==> config.mk <==
export PLATFORM = sky130hd
export DESIGN_NAME = dff_shift_bank
export DESIGN_NICKNAME = d
export VERILOG_FILES = /design/src/rtl/dff_shift_bank_pkg.sv /design/src/rtl/dff_stage.sv /design/src/rtl/dff_shift_bank.sv
export SDC_FILE = /design/constraint.sdc
export NUM_CORES = 1
export LEC_CHECK = 0
export CORE_UTILIZATION = 41
export CTS_CLUSTER_DIAMETER = 150
export CTS_CLUSTER_SIZE = 24
export DETAILED_ROUTE_END_ITERATION = 10
export PLACE_DENSITY_LB_ADDON = 0.05
export SYNTH_ARGS = -nofsm -noshare
export SYNTH_HDL_FRONTEND = slang
export SYNTH_SLANG_ARGS = --single-unit
==> constraint.sdc <==
create_clock -name clk -period 2.5 [get_ports clk]
set_clock_uncertainty 0.05 [all_clocks]
set_input_delay 0.5 -clock clk [delete_from_list [all_inputs] [get_ports clk]]
set_output_delay 0.5 -clock clk [all_outputs]
set_load 0.05 [all_outputs]
==> src/rtl/dff_shift_bank_pkg.sv <==
// dff_shift_bank_pkg: mode encoding, fill-counter width and word parity helpers for dff_shift_bank
package dff_shift_bank_pkg;
  typedef enum logic [1:0] {
    MODE_HOLD  = 2'b00,
    MODE_SHIFT = 2'b01,
    MODE_LOAD  = 2'b10,
    MODE_CLEAR = 2'b11
  } mode_e;
  localparam int PAR_MAX_W = 1024;
  function automatic int cnt_width(input int depth);
    return $clog2(depth + 1);
  endfunction
  // zero-extension to PAR_MAX_W leaves the XOR of the word unchanged
  function automatic logic word_parity(input logic [PAR_MAX_W-1:0] w);
    return ^w;
  endfunction
endpackage

==> src/rtl/dff_stage.sv <==
// dff_stage: one negedge word register with valid flag; carries a parity bit when DFF_SHIFT_BANK_PARITY_EN is defined
module dff_stage
  import dff_shift_bank_pkg::*;
#(
  parameter int WIDTH = 8
) (
  input  logic             clk,
  input  logic             rst,
  input  logic             en,
  input  logic             ld,
  input  logic             clr,
  input  logic [WIDTH-1:0] i_d,
  input  logic             i_valid,
  input  logic [WIDTH-1:0] i_ld_d,
`ifdef DFF_SHIFT_BANK_PARITY_EN
  input  logic             i_par,
  output logic             o_par,
`endif
  output logic [WIDTH-1:0] o_q,
  output logic             o_valid
);
  logic [WIDTH-1:0] r_q;
  logic             r_valid;
  always_ff @(negedge clk or posedge rst)
    if (rst) begin
      r_q     <= '0;
      r_valid <= 1'b0;
    end else if (clr) begin
      r_q     <= '0;
      r_valid <= 1'b0;
    end else if (ld) begin
      r_q     <= i_ld_d;
      r_valid <= 1'b1;
    end else if (en) begin
      r_q     <= i_d;
      r_valid <= i_valid;
    end
  assign o_q     = r_q;
  assign o_valid = r_valid;
`ifdef DFF_SHIFT_BANK_PARITY_EN
  logic r_par;
  always_ff @(negedge clk or posedge rst)
    if (rst) r_par <= 1'b0;
    else if (clr) r_par <= 1'b0;
    else if (ld) r_par <= word_parity(PAR_MAX_W'(i_ld_d));
    else if (en) r_par <= i_par;
  assign o_par = r_par;
`endif
endmodule

==> src/rtl/dff_shift_bank.sv <==
// dff_shift_bank: WIDTH x DEPTH negedge delay line with valid tracking, parallel load, clear and fill counter
// Optional sticky parity checking is built when DFF_SHIFT_BANK_PARITY_EN is defined.
module dff_shift_bank
  import dff_shift_bank_pkg::*;
#(
  parameter  int WIDTH = 8,
  parameter  int DEPTH = 4,
  localparam int CNT_W = cnt_width(DEPTH)
) (
  input  logic                   clk,
  input  logic                   rst,
  input  logic [1:0]             mode,
  input  logic [WIDTH-1:0]       d,
  input  logic                   d_valid,
  input  logic [WIDTH*DEPTH-1:0] load_data,
`ifdef DFF_SHIFT_BANK_PARITY_EN
  input  logic                   inject_err,
  output logic                   parity_err,
`endif
  output logic [WIDTH-1:0]       q,
  output logic                   q_valid,
  output logic [WIDTH*DEPTH-1:0] q_all,
  output logic [CNT_W-1:0]       fill_count
);
  mode_e                  w_mode;
  logic                   w_shift;
  logic                   w_load;
  logic                   w_clr;
  logic [WIDTH*DEPTH-1:0] w_all;
  logic [DEPTH-1:0]       w_valid;
  logic [CNT_W-1:0]       r_fill;
  assign w_mode  = mode_e'(mode);
  assign w_shift = w_mode == MODE_SHIFT;
  assign w_load  = w_mode == MODE_LOAD;
  assign w_clr   = w_mode == MODE_CLEAR;
`ifdef DFF_SHIFT_BANK_PARITY_EN
  logic [DEPTH-1:0] w_par;
`endif
  for (genvar g = 0; g < DEPTH; g++) begin : g_stage
    logic [WIDTH-1:0] w_d_in;
    logic             w_v_in;
`ifdef DFF_SHIFT_BANK_PARITY_EN
    logic             w_p_in;
`endif
    if (g == 0) begin : g_head
      assign w_d_in = d;
      assign w_v_in = d_valid;
`ifdef DFF_SHIFT_BANK_PARITY_EN
      assign w_p_in = word_parity(PAR_MAX_W'(d)) ^ inject_err;
`endif
    end else begin : g_body
      assign w_d_in = w_all[(g-1)*WIDTH +: WIDTH];
      assign w_v_in = w_valid[g-1];
`ifdef DFF_SHIFT_BANK_PARITY_EN
      assign w_p_in = w_par[g-1];
`endif
    end
    dff_stage #(.WIDTH(WIDTH)) u_stage (
      .clk    (clk),
      .rst    (rst),
      .en     (w_shift),
      .ld     (w_load),
      .clr    (w_clr),
      .i_d    (w_d_in),
      .i_valid(w_v_in),
      .i_ld_d (load_data[g*WIDTH +: WIDTH]),
`ifdef DFF_SHIFT_BANK_PARITY_EN
      .i_par  (w_p_in),
      .o_par  (w_par[g]),
`endif
      .o_q    (w_all[g*WIDTH +: WIDTH]),
      .o_valid(w_valid[g])
    );
  end
  // entry and exit on the same shift edge cancel, so the modular sum never leaves 0..DEPTH
  always_ff @(negedge clk or posedge rst)
    if (rst) r_fill <= '0;
    else if (w_clr) r_fill <= '0;
    else if (w_load) r_fill <= CNT_W'(DEPTH);
    else if (w_shift) r_fill <= r_fill + CNT_W'(d_valid) - CNT_W'(w_valid[DEPTH-1]);
`ifdef DFF_SHIFT_BANK_PARITY_EN
  logic r_perr;
  logic w_tail_bad;
  // judge the word about to land in the output stage so the flag rises on that same edge
  assign w_tail_bad = g_stage[DEPTH-1].w_v_in &&
                      (word_parity(PAR_MAX_W'(g_stage[DEPTH-1].w_d_in)) != g_stage[DEPTH-1].w_p_in);
  always_ff @(negedge clk or posedge rst)
    if (rst) r_perr <= 1'b0;
    else if (w_clr) r_perr <= 1'b0;
    else if (w_shift && w_tail_bad) r_perr <= 1'b1;
  assign parity_err = r_perr;
`endif
  assign q          = w_all[(DEPTH-1)*WIDTH +: WIDTH];
  assign q_valid    = w_valid[DEPTH-1];
  assign q_all      = w_all;
  assign fill_count = r_fill;
  a_fill_popcount: assert property (@(posedge clk) disable iff (rst)
    r_fill == CNT_W'($countones(w_valid)));
  a_mode_known: assert property (@(negedge clk) disable iff (rst) !$isunknown(mode));
endmodule

==> flow_summary.json <==
{
  "htree_levels": 2,
  "r2r_start": "g_stage[3].u_stage.o_valid",
  "rsz0062_at_grt": "yes",
  "synth_area_leaders": "dfrtn_1, mux2i_1, o21ai_0",
  "crit_start": "g_stage[3].u_stage.o_q[0]",
  "ctsRootBufferMaster": "clkbuf_8",
  "min_path_type": "register to register",
  "cts_buffers": 5,
  "synth_most_common_cell": "dfrtn_1",
  "slew_headroom_pct": 79.81,
  "timing.rr.end": "fill_count[2]",
  "gp_congestion": 0.7948,
  "grt_pass1_vias": 1960,
  "drive_above_1_share_pct": 35.92,
  "syn_to_final_growth_pct": 94.10,
  "synth_area_per_cell_um2": 10.37,
  "status": "complete, but fails checks",
  "die_height_um": 70.60,
  "total_power_mw": 2.184,
  "violations": "design-rule violations, negative setup slack",
  "clkSinkCount": 39,
  "yosysSeqAreaShare_pct": 50.58,
  "wl_per_cell_um": 15.96,
  "ir_drop_v": 0.0003476,
  "routed_wl_um": 5761,
  "yosys_warnings": 0,
  "r2r_slack_ps": 90,
  "diodes": 0,
  "clkTransAtPathRegs_ps": 50,
  "finalSetupViolCount": 45,
  "final_hold_viol_count": 0,
  "grt_max_degree": 28,
  "yosysUniqueCellTypes": 18,
  "cpPeakStageDelay_ps": 530,
  "die_x_um": 70.60,
  "syn-instance-count": 186,
  "crit_type": "register to primary output",
  "drc_errors": 12,
  "drtIter0Drc": 91,
  "maxCapViolations": 0,
  "n_fill_cell": 247,
  "yosysTopAreaCell": "dfrtn_1",
  "netlist.area_leader.share_pct": 50.58,
  "r2r.worst_path.cells": 11,
  "synthTopCellsByCount": "dfrtn_1, nand2_1, mux2i_1",
  "hold_start": "g_stage[1].u_stage.o_valid",
  "power.density_nw_per_um2": 583.1,
  "p_leak_nw": 1.749,
  "ant_nets": 0,
  "ctsHoldBuffers": 0,
  "critPathBufInv": 1,
  "dpl_cell_area_um2": 3418,
  "rows": 24,
  "cp-end-kind": "primary output",
  "cts_max_path_buffers": 2,
  "required_ps": 1950,
  "port_buffers": 88,
  "worstMarginPinSlew_ps": 302.8,
  "crit_family": "flip-flops",
  "clkLatencyLatePin_ps": 300,
  "core_um2": 4444,
  "grt_usage_pct": 24.82,
  "synth-async-reset-ratio_pct": 100.0,
  "maxSlewViolCount": 0,
  "crit_arrival_ps": 2250,
  "setup_tns_ps": -10820,
  "grt_pass1_wl_um": 9522,
  "yosys_most_used_dff": "dfrtn_1",
  "slowest_stage": "dfrtn_1",
  "final_area_um2": 3745,
  "crit_path_end": "q[0]",
  "register_area_um2": 975.9,
  "synth-seq-cells": 39,
  "grt_antenna_before_repair": 0,
  "synthesis.nets": 234,
  "firstDrtPassIters": 7,
  "initial_utilization_pct": 43.41,
  "die-area_um2": 4984,
  "nNetsFinal": 356,
  "pre_cts_slack_ps": -1094,
  "pin_count": 89,
  "path_max_fanout": 3,
  "via_per_inst": 5.155,
  "cts_tree": "built",
  "dpl.hpwl_um": 3977,
  "syn_area_um2": 1929,
  "grt-ovfl-total": 0,
  "synth_edf_count": 0,
  "fin_ws_ps": -299.1,
  "cp_cell_sequence": "buf_12",
  "path_depth": 1,
  "dr_total_vias": 1861,
  "multi_input_area_um2": 804.5,
  "crit_path_start_kind": "register"
}
-- placed cells by master (no fill, tap or decap), drive strengths merged --
master / Yosys / layout
clkdlybuf4s50: 0 / 41
nand2: 36 / 36
and3: 1 / 1
ha: 2 / 2
a211oi: 1 / 1
clkinvlp: 0 / 2
o21ai: 37 / 37
mux2i: 33 / 33
fa: 1 / 1
dfrtn: 39 / 39
xor2: 1 / 1
nor2: 7 / 7
inv: 4 / 3
a211o: 1 / 1
clkbuf: 3 / 8
buf: 18 / 94
nor2b: 2 / 2
-- how the worst min path moves through the flow --
stage | end | slack [ps] | depth (start not counted)
after floorplan | g_stage[2].u_stage.o_valid | 360 | 2
after global routing | g_stage[2].u_stage.o_valid | 450 | 2
after CTS | g_stage[2].u_stage.o_valid | 410 | 2
after global placement | g_stage[1].u_stage.o_valid | 380 | 2
final | g_stage[2].u_stage.o_valid | 400 | 2
after detailed placement | g_stage[2].u_stage.o_valid | 400 | 2
-- worst reg2reg max path, stage by stage, from the launching register on --
cell and delay (ps):
dfrtn_1 390, buf_4 150, buf_4 120, buf_4 130
ha_1 280, inv_1 90, ha_4 130, inv_2 30
fa_2 350, xor2_2 160, and3_1 150, a211o_1 230
-- per-layer routing --
layer	wire length [um]	share of wire, %	track usage [%]
met5	0	0	0
met1	2424	42	30.96
met4	159	2.8	11.11
met2	2865	50	41.96
met3	311	5.4	5.128
-- registers in the layout, summed over array words and instances (netlist names) --
signal,count
fill_count,3
g_stage.u_stage.o_q,32
g_stage.u_stage.o_valid,4
-- stage by stage --
step	util (%)	hold WS, ps	std cells
floorplan	-	361.0	186
global placement	76.91	381.7	325
detailed placement	76.91	403.7	325
CTS	83.39	412.0	356
global route	84.26	448.1	361
finish	84.26	400.3	361
-- where the power goes --
part,total (mW),switching (mW),internal [mW]
logic,0.931,0.441,0.490
clock network,0.474,0.223,0.251
registers,0.779,0.0787,0.700
total,2.18,0.743,1.44
-- cells by family (layout without fill, tap and decap cells) --
| kind of cell | count (synthesis) | count (layout) | share of synthesized area (%) |
|---|---|---|---|
| simple gates | 46 | 46 | 9.339 |
| xor+xnor | 1 | 1 | 0.4540 |
| compound gates | 39 | 39 | 10.64 |
| flops | 39 | 39 | 50.58 |
| fa+ha+maj | 3 | 3 | 2.334 |
| buf+inv | 25 | 148 | 9.533 |
| mux | 33 | 33 | 17.12 |
-- what timing repair did --
item                                    4_1_cts  5_1_grt
pin swaps                                     2        1
gates resized for setup                       9        3
buffers inserted                             23        5
endpoints found under the setup margin       83       75
cloned                                        0        0
-- layout make-up --
type / instances / area share [%]
Tap cell: 52 / 1.737
Timing Repair Buffer: 136 / 47.44
Sequential cell: 39 / 26.06
Inverter: 4 / 0.5012
Multi-Input combinational cell: 122 / 21.48
Clock buffer: 7 / 2.573
Clock inverter: 1 / 0.2005
(Power assumes the default switching activity.)
